$ cat config.mk
export PLATFORM = sky130hd
export DESIGN_NAME = ftf_seq_decoder_12
export DESIGN_NICKNAME = d
export VERILOG_FILES = /design/src/rtl/ftf_seq_decoder_12.sv
export SDC_FILE = /design/constraint.sdc
export NUM_CORES = 1
export LEC_CHECK = 0
export CAP_MARGIN = 10
export CORE_UTILIZATION = 45
export CTS_CLUSTER_SIZE = 12
export DETAILED_ROUTE_END_ITERATION = 8
export PLACE_DENSITY = 0.68
export SKIP_LAST_GASP = 1
export SLEW_MARGIN = 20
export SYNTH_ARGS = -nofsm -noshare
export SYNTH_HDL_FRONTEND = slang
export SYNTH_SLANG_ARGS = --single-unit
$ cat constraint.sdc
create_clock -name clock -period 4.08 [get_ports clock]
set_input_delay 1.02 -clock clock [delete_from_list [all_inputs] [get_ports clock]]
set_output_delay 1.02 -clock clock [all_outputs]
set_load 0.02 [all_outputs]
$ cat src/rtl/ftf_seq_decoder_12.sv
// Sequential FTF/FNS codeword decoder: captures a LEN-wire TSV word, accumulates Fibonacci weights one wire per cycle.
// Optional legality checker and saturating error counter enabled by defining FTF_CHECK_EN.
module ftf_seq_decoder_12 #(
  parameter int LEN    = 12,
  parameter int DATA_W = 9,
  parameter int CNT_W  = 16
) (
  input  logic              clock,
  input  logic              reset,
  input  logic [LEN-1:0]    tsv_in,
  input  logic              in_valid,
  output logic              in_ready,
  output logic [DATA_W-1:0] out_data,
  output logic              out_valid,
  input  logic              out_ready,
  output logic              code_err,
  output logic [CNT_W-1:0]  err_count
);

  localparam int CW = (LEN > 1) ? $clog2(LEN) : 1;

  typedef enum logic [1:0] {S_IDLE, S_ACCUM, S_DONE} state_e;

  state_e            state_q, state_d;
  logic [LEN-1:0]    shift_q, shift_d;
  logic [DATA_W-1:0] acc_q, acc_d;
  logic [DATA_W-1:0] a_q, a_d;
  logic [DATA_W-1:0] b_q, b_d;
  logic [CW-1:0]     cnt_q, cnt_d;
  logic [DATA_W-1:0] data_q, data_d;
  logic [DATA_W-1:0] step_sum;
  logic              capture;
  logic              last_step;

  assign step_sum  = acc_q + (shift_q[0] ? a_q : '0);
  assign capture   = (state_q == S_IDLE) && in_valid;
  assign last_step = (state_q == S_ACCUM) && (cnt_q == CW'(LEN - 1));

  // NOTE: every variable gets a default at the top so no path leaves it unassigned (no latch).
  always_comb begin
    state_d = state_q;
    shift_d = shift_q;
    acc_d   = acc_q;
    a_d     = a_q;
    b_d     = b_q;
    cnt_d   = cnt_q;
    data_d  = data_q;
    unique case (state_q)
      S_IDLE: begin
        if (in_valid) begin
          shift_d = tsv_in;
          acc_d   = '0;
          a_d     = DATA_W'(1);
          b_d     = DATA_W'(1);
          cnt_d   = '0;
          state_d = S_ACCUM;
        end
      end
      S_ACCUM: begin
        // LSB-first: the running pair (a,b) walks the Fibonacci weights alongside the shift.
        acc_d   = step_sum;
        a_d     = b_q;
        b_d     = a_q + b_q;
        shift_d = shift_q >> 1;
        if (last_step) begin
          data_d  = step_sum;
          cnt_d   = '0;
          state_d = S_DONE;
        end else begin
          cnt_d = cnt_q + CW'(1);
        end
      end
      S_DONE: begin
        if (out_ready) state_d = S_IDLE;
      end
      default: state_d = S_IDLE;
    endcase
  end

  // NOTE: sequential state uses non-blocking assignments so all registers update together at the edge.
  always_ff @(posedge clock) begin
    if (reset) begin
      state_q <= S_IDLE;
      shift_q <= '0;
      acc_q   <= '0;
      a_q     <= '0;
      b_q     <= '0;
      cnt_q   <= '0;
      data_q  <= '0;
    end else begin
      state_q <= state_d;
      shift_q <= shift_d;
      acc_q   <= acc_d;
      a_q     <= a_d;
      b_q     <= b_d;
      cnt_q   <= cnt_d;
      data_q  <= data_d;
    end
  end

  assign in_ready  = (state_q == S_IDLE);
  assign out_valid = (state_q == S_DONE);
  assign out_data  = data_q;

`ifdef FTF_CHECK_EN
  // Even i forbids (0,1) on wires (i,i+1); odd i forbids (1,0).
  function automatic logic ftf_illegal(input logic [LEN-1:0] w);
    logic bad;
    bad = 1'b0;
    for (int i = 0; i < LEN - 1; i++) begin
      if ((i % 2) == 0) bad = bad | (~w[i] & w[i+1]);
      else              bad = bad | (w[i] & ~w[i+1]);
    end
    return bad;
  endfunction

  logic             flag_q, flag_d;
  logic             code_err_q, code_err_d;
  logic [CNT_W-1:0] err_cnt_q, err_cnt_d;

  always_comb begin
    flag_d     = flag_q;
    code_err_d = code_err_q;
    err_cnt_d  = err_cnt_q;
    if (capture)   flag_d     = ftf_illegal(tsv_in);
    if (last_step) code_err_d = flag_q;
    if (out_valid && out_ready && code_err_q && (err_cnt_q != '1))
      err_cnt_d = err_cnt_q + CNT_W'(1);
  end

  always_ff @(posedge clock) begin
    if (reset) begin
      flag_q     <= 1'b0;
      code_err_q <= 1'b0;
      err_cnt_q  <= '0;
    end else begin
      flag_q     <= flag_d;
      code_err_q <= code_err_d;
      err_cnt_q  <= err_cnt_d;
    end
  end

  assign code_err  = code_err_q;
  assign err_count = err_cnt_q;
`else
  assign code_err  = 1'b0;
  assign err_count = '0;
`endif

endmodule

==> flow_summary.ini, run 1 <==
[global_routing]
antenna_found_initial = 0
overflow = 0
grt_max_degree = 32
track_usage_pct = 18.42
grt_pass1_wl_um = 10470
grt_pass1_vias = 2287

[job]
cap_violations = 0

[setup_path]
cp.arrival_ns = 1.58
r2r_setup_slack_ns = 1.74
path_max_fanout = 8
ff2ff_path_depth = 4
crit_chain = nor2b_1 > clkdlybuf4s50_1
worstSetupPathType = reg -> out
r2r-start = state_q[1]$_SDFFE_PP0P_
worstPathRequired_ns = 3.06
critPathLaunch = state_q[1]$_SDFFE_PP0P_
slowest_stage = clkdlybuf4s50_1
slowest_delay_ns = 0.63
cp-start-kind = flop
cp-end-kind = primary output

[placed_design]
numPortBuffers = 26
dp_hpwl_um = 4158
place.gp.congestion = 0.7787

[yosys]
yosysUniqueCellTypes = 48
synth-edff-count = 0
async_reset_ff_share_pct = 0
synth-seq-cells = 54
synth_sequential_area_ratio_pct = 36.38
yosysWarnings = 0
syn_area_um2 = 2972
ys.flop_type = dfxtp_1
netlist_instances = 357
postSynthAreaPerCell_um2 = 8.324

[finish]
drive_gt1_share_pct = 5.333
final_common_cell = dfxtp_1
mostFrequentLayoutCells = dfxtp_1, nor2_1, nand2_1
area_delta_synth_final_pct = 11.28
n_fill_cell = 607
diodes = 0
finalNetCount = 409

[run_status]
outcome = finished, final reports clean

[drt]
wl_per_cell_um = 13.38
ant_nets = 0
drc = 0
vias_per_cell = 5.611
drtPass1Iterations = 4
wl_um = 6046
drt_iter0_drc = 99
via_count = 2536

[clocking]
cts_max_level = 2
cts_max_path_buffers = 2
postCtsSetupRepairBufs = 0
clock_sinks = 54
clk_pin_slew_ns = 0.10
hold_buffers = 0
cts_root_buffer = clkbuf_8
cts-resized-gates = 0
cts_inserted_buffers = 5
cts_tree = built
insertion_delay_ns = 0.31

[sta]
maxSlewViolCount = 0
layout_min_cycle_time_ns = 2.600
hold_violations = 0
rsz0062_at_grt = no
max_freq_ghz = 0.3847
relSlewSlack_pct = 31.67
hold_slack_ns = 0.4593
final.setup.tns_ns = 0
worst_pin_slew_ns = 1.025
fin_crit_sh_pct = 63.71
setup_violations = 0
skew_ns = 0.009023

[pwr]
seqPwrFrac_pct = 56.9
leakagePower_nw = 1.366
p_int_uw = 702.5
netSwitchingFraction_pct = 27.73
power_frac_clock_pct = 32.0
power_density_nw_per_um2 = 293.9
power_frac_comb_pct = 11.1
power.switching_uw = 269.5
peakVddDrop_v = 0.0001521

[die]
io_pins = 44
rows = 29
core_um2 = 6350
die_h_um = 83.26
die_x_um = 83.26
die_area_um2 = 6932
initial_core_util_pct = 46.80

[hold_path]
worstHoldPathCells = 2
worstHoldStart = out_data[3]$_SDFFE_PP0P_
hold_class = reg -> reg
## worst paths after layout
kind	end
worst min register to register	out_data[3]$_SDFFE_PP0P_
worst min-delay path	out_data[3]$_SDFFE_PP0P_
worst max register to register	out_data[6]$_SDFFE_PP0P_
worst max-delay path	out_valid
## Yosys cell counts (2+ instances only)
cell	count	area [um2]
and2_1	10	62.56
clkbuf_1	12	45.04
nor2_1	43	161.4
a211oi_1	3	22.52
o21a_1	2	15.01
o21bai_1	3	22.52
o211ai_1	2	15.01
nand3b_1	2	15.01
or2_1	3	18.77
fa_1	2	40.04
nand4_1	4	25.02
a21oi_1	23	115.1
a21o_1	6	45.04
nand2b_1	4	25.02
a32o_1	3	30.03
or4_1	5	37.54
a2111oi_0	3	26.28
nand2_1	41	153.9
nand3_1	12	60.06
o21ai_0	7	35.03
nor2b_1	4	25.02
xor2_1	2	17.52
a311oi_1	12	105.1
and3_1	6	37.54
o221a_2	2	22.52
ha_1	17	212.7
a211o_1	3	26.28
a22oi_1	15	112.6
buf_4	17	127.6
xnor2_1	6	52.55
buf_2	6	30.03
dfxtp_1	54	1081
inv_1	8	30.03
## registers in the layout, indices dropped and copies added (netlist names)
signal    count
a_q           9
acc_q         9
b_q           9
cnt_q         4
out_data      9
shift_q      12
state_q       2
## power by group through the flow
stage	Combinational (mW)	Clock (mW)	Sequential [mW]
after floorplan	0.0889	0	0.563
after global placement	0.106	0	0.565
after detailed placement	0.109	0	0.566
after CTS	0.109	0.323	0.554
after global routing	0.120	0.344	0.556
final	0.107	0.311	0.553
## per-stage QoR
stage / utilization (%) / power (mW) / worst slack, ns / instances / cell area (um2)
after floorplan: - / 0.6515 / 2.110 / 373 / 3032
after global placement: 50.62 / 0.6714 / 1.052 / 444 / 3214
after detailed placement: 50.62 / 0.6742 / 0.9955 / 444 / 3214
after CTS: 52.08 / 0.9856 / 1.334 / 452 / 3307
after global routing: 52.08 / 1.020 / 1.400 / 452 / 3307
final: 52.08 / 0.9720 / 1.480 / 452 / 3307
## logic make-up after synthesis
group / share of synthesized area [%]
and+or+nand+nor: 22.40
AOI/OAI and AO/OA: 22.27
DFF: 36.38
buffers and inverters: 7.958
adders and majority gates: 8.505
xor gates and xnor gates: 2.358
other: 0.1262
## cell type report
type / count / area [um2] / share of cell area, %
Clock inverter: 3 / 23.77 / 0.7189
Clock buffer: 5 / 68.82 / 2.081
Inverter: 8 / 30.03 / 0.9081
Sequential cell: 54 / 1081 / 32.69
Timing Repair Buffer: 30 / 290.3 / 8.778
Tap cell: 77 / 96.34 / 2.913
Multi-Input combinational cell: 275 / 1717 / 51.91
## per-layer routing
layer | up-vias | wire length [um] | track usage (%)
met5 | - | 0 | 0
met2 | 57 | 2840 | 29.88
met3 | 5 | 323 | 3.678
met1 | 1191 | 2812 | 24.41
met4 | 0 | 70 | 6.270
li1 | 1283 | - | -
## worst max-delay path: cells and delay by family, from the launching register on
family / cells / cell delay (ns)
and+or+nand+nor: 1 / 0.20
DFF: 1 / 0.45
buffers and inverters: 1 / 0.63
No activity file was read; power rests on OpenSTA's default activity.
==> run 2, diff against run 1 <==
--- a/config.mk
+++ b/config.mk
@@ -9,7 +9,7 @@
 export CORE_UTILIZATION = 45
 export CTS_CLUSTER_SIZE = 12
 export DETAILED_ROUTE_END_ITERATION = 8
-export PLACE_DENSITY = 0.68
+export PLACE_DENSITY = 0.71
 export SKIP_LAST_GASP = 1
 export SLEW_MARGIN = 20
 export SYNTH_ARGS = -nofsm -noshare
==> constraint.sdc (replaced) <==
create_clock -name clock -period 2.1 [get_ports clock]
set_input_delay 0.525 -clock clock [delete_from_list [all_inputs] [get_ports clock]]
set_output_delay 0.525 -clock clock [all_outputs]
set_load 0.02 [all_outputs]
==> run 2 against run 1 <==
  * Via count is 2.6% higher
  * Register-to-register slack got worse by 1.7 ns
  * Power rose by 100%
  * Critical endpoint is now acc_q[6]$_SDFFE_PP0P_
==> flow_summary.ini, run 2 (synthesis results as in run 1) <==
[setup_path]
critical_path_buf_inv_count = 1
cp_top_family = simple AND/OR/NAND/NOR gates
slowest_stage = or4_1
worstPathRequired_ns = 2.36
cp-end-kind = flop
cp.arrival_ns = 2.30
worstSetupPathType = reg -> reg
path_max_fanout = 6
crit_chain = buf_4 > and2_1 > ha_2 > o21ai_0 > o21bai_1 > a21oi_2 > or4_1 > nand3_1
slowest_delay_ns = 0.40
r2r_setup_slack_ns = 0.06
cp-start-kind = flop

[die]
die_area_um2 = 6932
io_pins = 44
die_h_um = 83.26
die_x_um = 83.26
rows = 29
core_um2 = 6350
initial_core_util_pct = 46.80

[drt]
vias_per_cell = 5.586
ant_nets = 0
via_count = 2603
wl_um = 6479
wl_per_cell_um = 13.90
drtPass1Iterations = 4
drc = 0
drt_iter0_drc = 142

[finish]
mostFrequentLayoutCells = dfxtp_1, nor2_1, nand2_1
n_fill_cell = 570
final_common_cell = dfxtp_1
top_register = shift_q
multi_input_area_um2 = 1808
diodes = 0
stdcell_count = 466
seqCellArea_um2 = 1084
drive_gt1_share_pct = 11.83
largest_reg_flops = 12
area_delta_synth_final_pct = 18.95
finalNetCount = 423

[global_routing]
grt_max_degree = 37
track_usage_pct = 18.58
overflow = 0
antenna_found_initial = 0
grt_pass1_wl_um = 10540
grt_pass1_vias = 2286

[sta]
final.setup.tns_ns = 0
hold_violations = 0
setup_violations = 0
maxSlewViolCount = 0
layout_min_cycle_time_ns = 2.040
rsz0062_at_grt = yes
skew_ns = 0.01136
fin_crit_sh_pct = 97.16
max_freq_ghz = 0.4901

[clocking]
cts_tree = built
cts_inserted_buffers = 5
cts_root_buffer = clkbuf_8
clock_sinks = 54
postCtsSetupRepairBufs = 0
clk_pin_slew_ns = 0.12
insertion_delay_ns = 0.32
cts_max_level = 2
hold_buffers = 0
cts_max_path_buffers = 2

[pwr]
power_density_nw_per_um2 = 552.3
leakagePower_nw = 1.448
peakVddDrop_v = 0.0004576
power_mw = 1.952

[job]
cap_violations = 0

[run_status]
outcome = finished, final reports clean

[hold_path]
hold_class = reg -> reg

[placed_design]
place.gp.congestion = 0.8198
dp_cells = 458
dp_hpwl_um = 4448
numPortBuffers = 26
## run 2: worst min-delay path, cell delays in order (launching register included)
cell	delay, ns
dfxtp_1	0.33
nand2_1	0.05
a21oi_1	0.05
## run 2: per-layer routing
layer | routed length (um) | global-route usage [%]
met1 | 3189 | 25.25
met2 | 3037 | 29.28
met3 | 185 | 3.380
met4 | 67 | 7.053
met5 | 0 | 0
## run 2: through the flow
stage / util (%) / hold slack (ns) / cell area (um2) / setup slack, ns
6_report: 55.67 / 0.4632 / 3535 / 0.05956
5_1_grt: 55.67 / 0.4906 / 3535 / -0.02676
4_1_cts: 54.27 / 0.4640 / 3446 / 0.02847
3_5_place_dp: 52.67 / 0.4476 / 3344 / -0.007720
3_3_place_gp: 52.67 / 0.4402 / 3344 / 0.01259
2_1_floorplan: - / 0.4406 / 3032 / 0.1299
## run 2: final cells by class
class	count	share of cell area [%]
clock inverters	3	0.8142
inverters	8	0.8496
well taps	77	2.726
repair buffers	44	11.86
multi-input cells	275	51.15
flip-flops and latches	54	30.65
clock buffers	5	1.947
## run 2: path summary, 6_finish.rpt
| kind | from | end | cells after the start |
|---|---|---|---|
| setup / recovery | shift_q[0]$_SDFFE_PP0P_ | acc_q[6]$_SDFFE_PP0P_ | 8 |
| hold / removal | out_data[3]$_SDFFE_PP0P_ | out_data[3]$_SDFFE_PP0P_ | 2 |
| setup reg to reg | shift_q[0]$_SDFFE_PP0P_ | acc_q[6]$_SDFFE_PP0P_ | 8 |
| hold reg to reg | out_data[3]$_SDFFE_PP0P_ | out_data[3]$_SDFFE_PP0P_ | 2 |
## run 2: repair_timing
item,4_1_cts,5_1_grt
setup endpoints to repair,5,11
gates resized for setup,2,16
pin swaps,0,3
## run 2: power by group
group | internal (mW) | switching, mW | total, mW | leakage [nW]
Clock | 0.248 | 0.390 | 0.638 | 0.0502
Sequential | 1.05 | 0.0197 | 1.07 | 0.440
Combinational | 0.0934 | 0.147 | 0.240 | 0.958
Total | 1.40 | 0.556 | 1.95 | 1.45
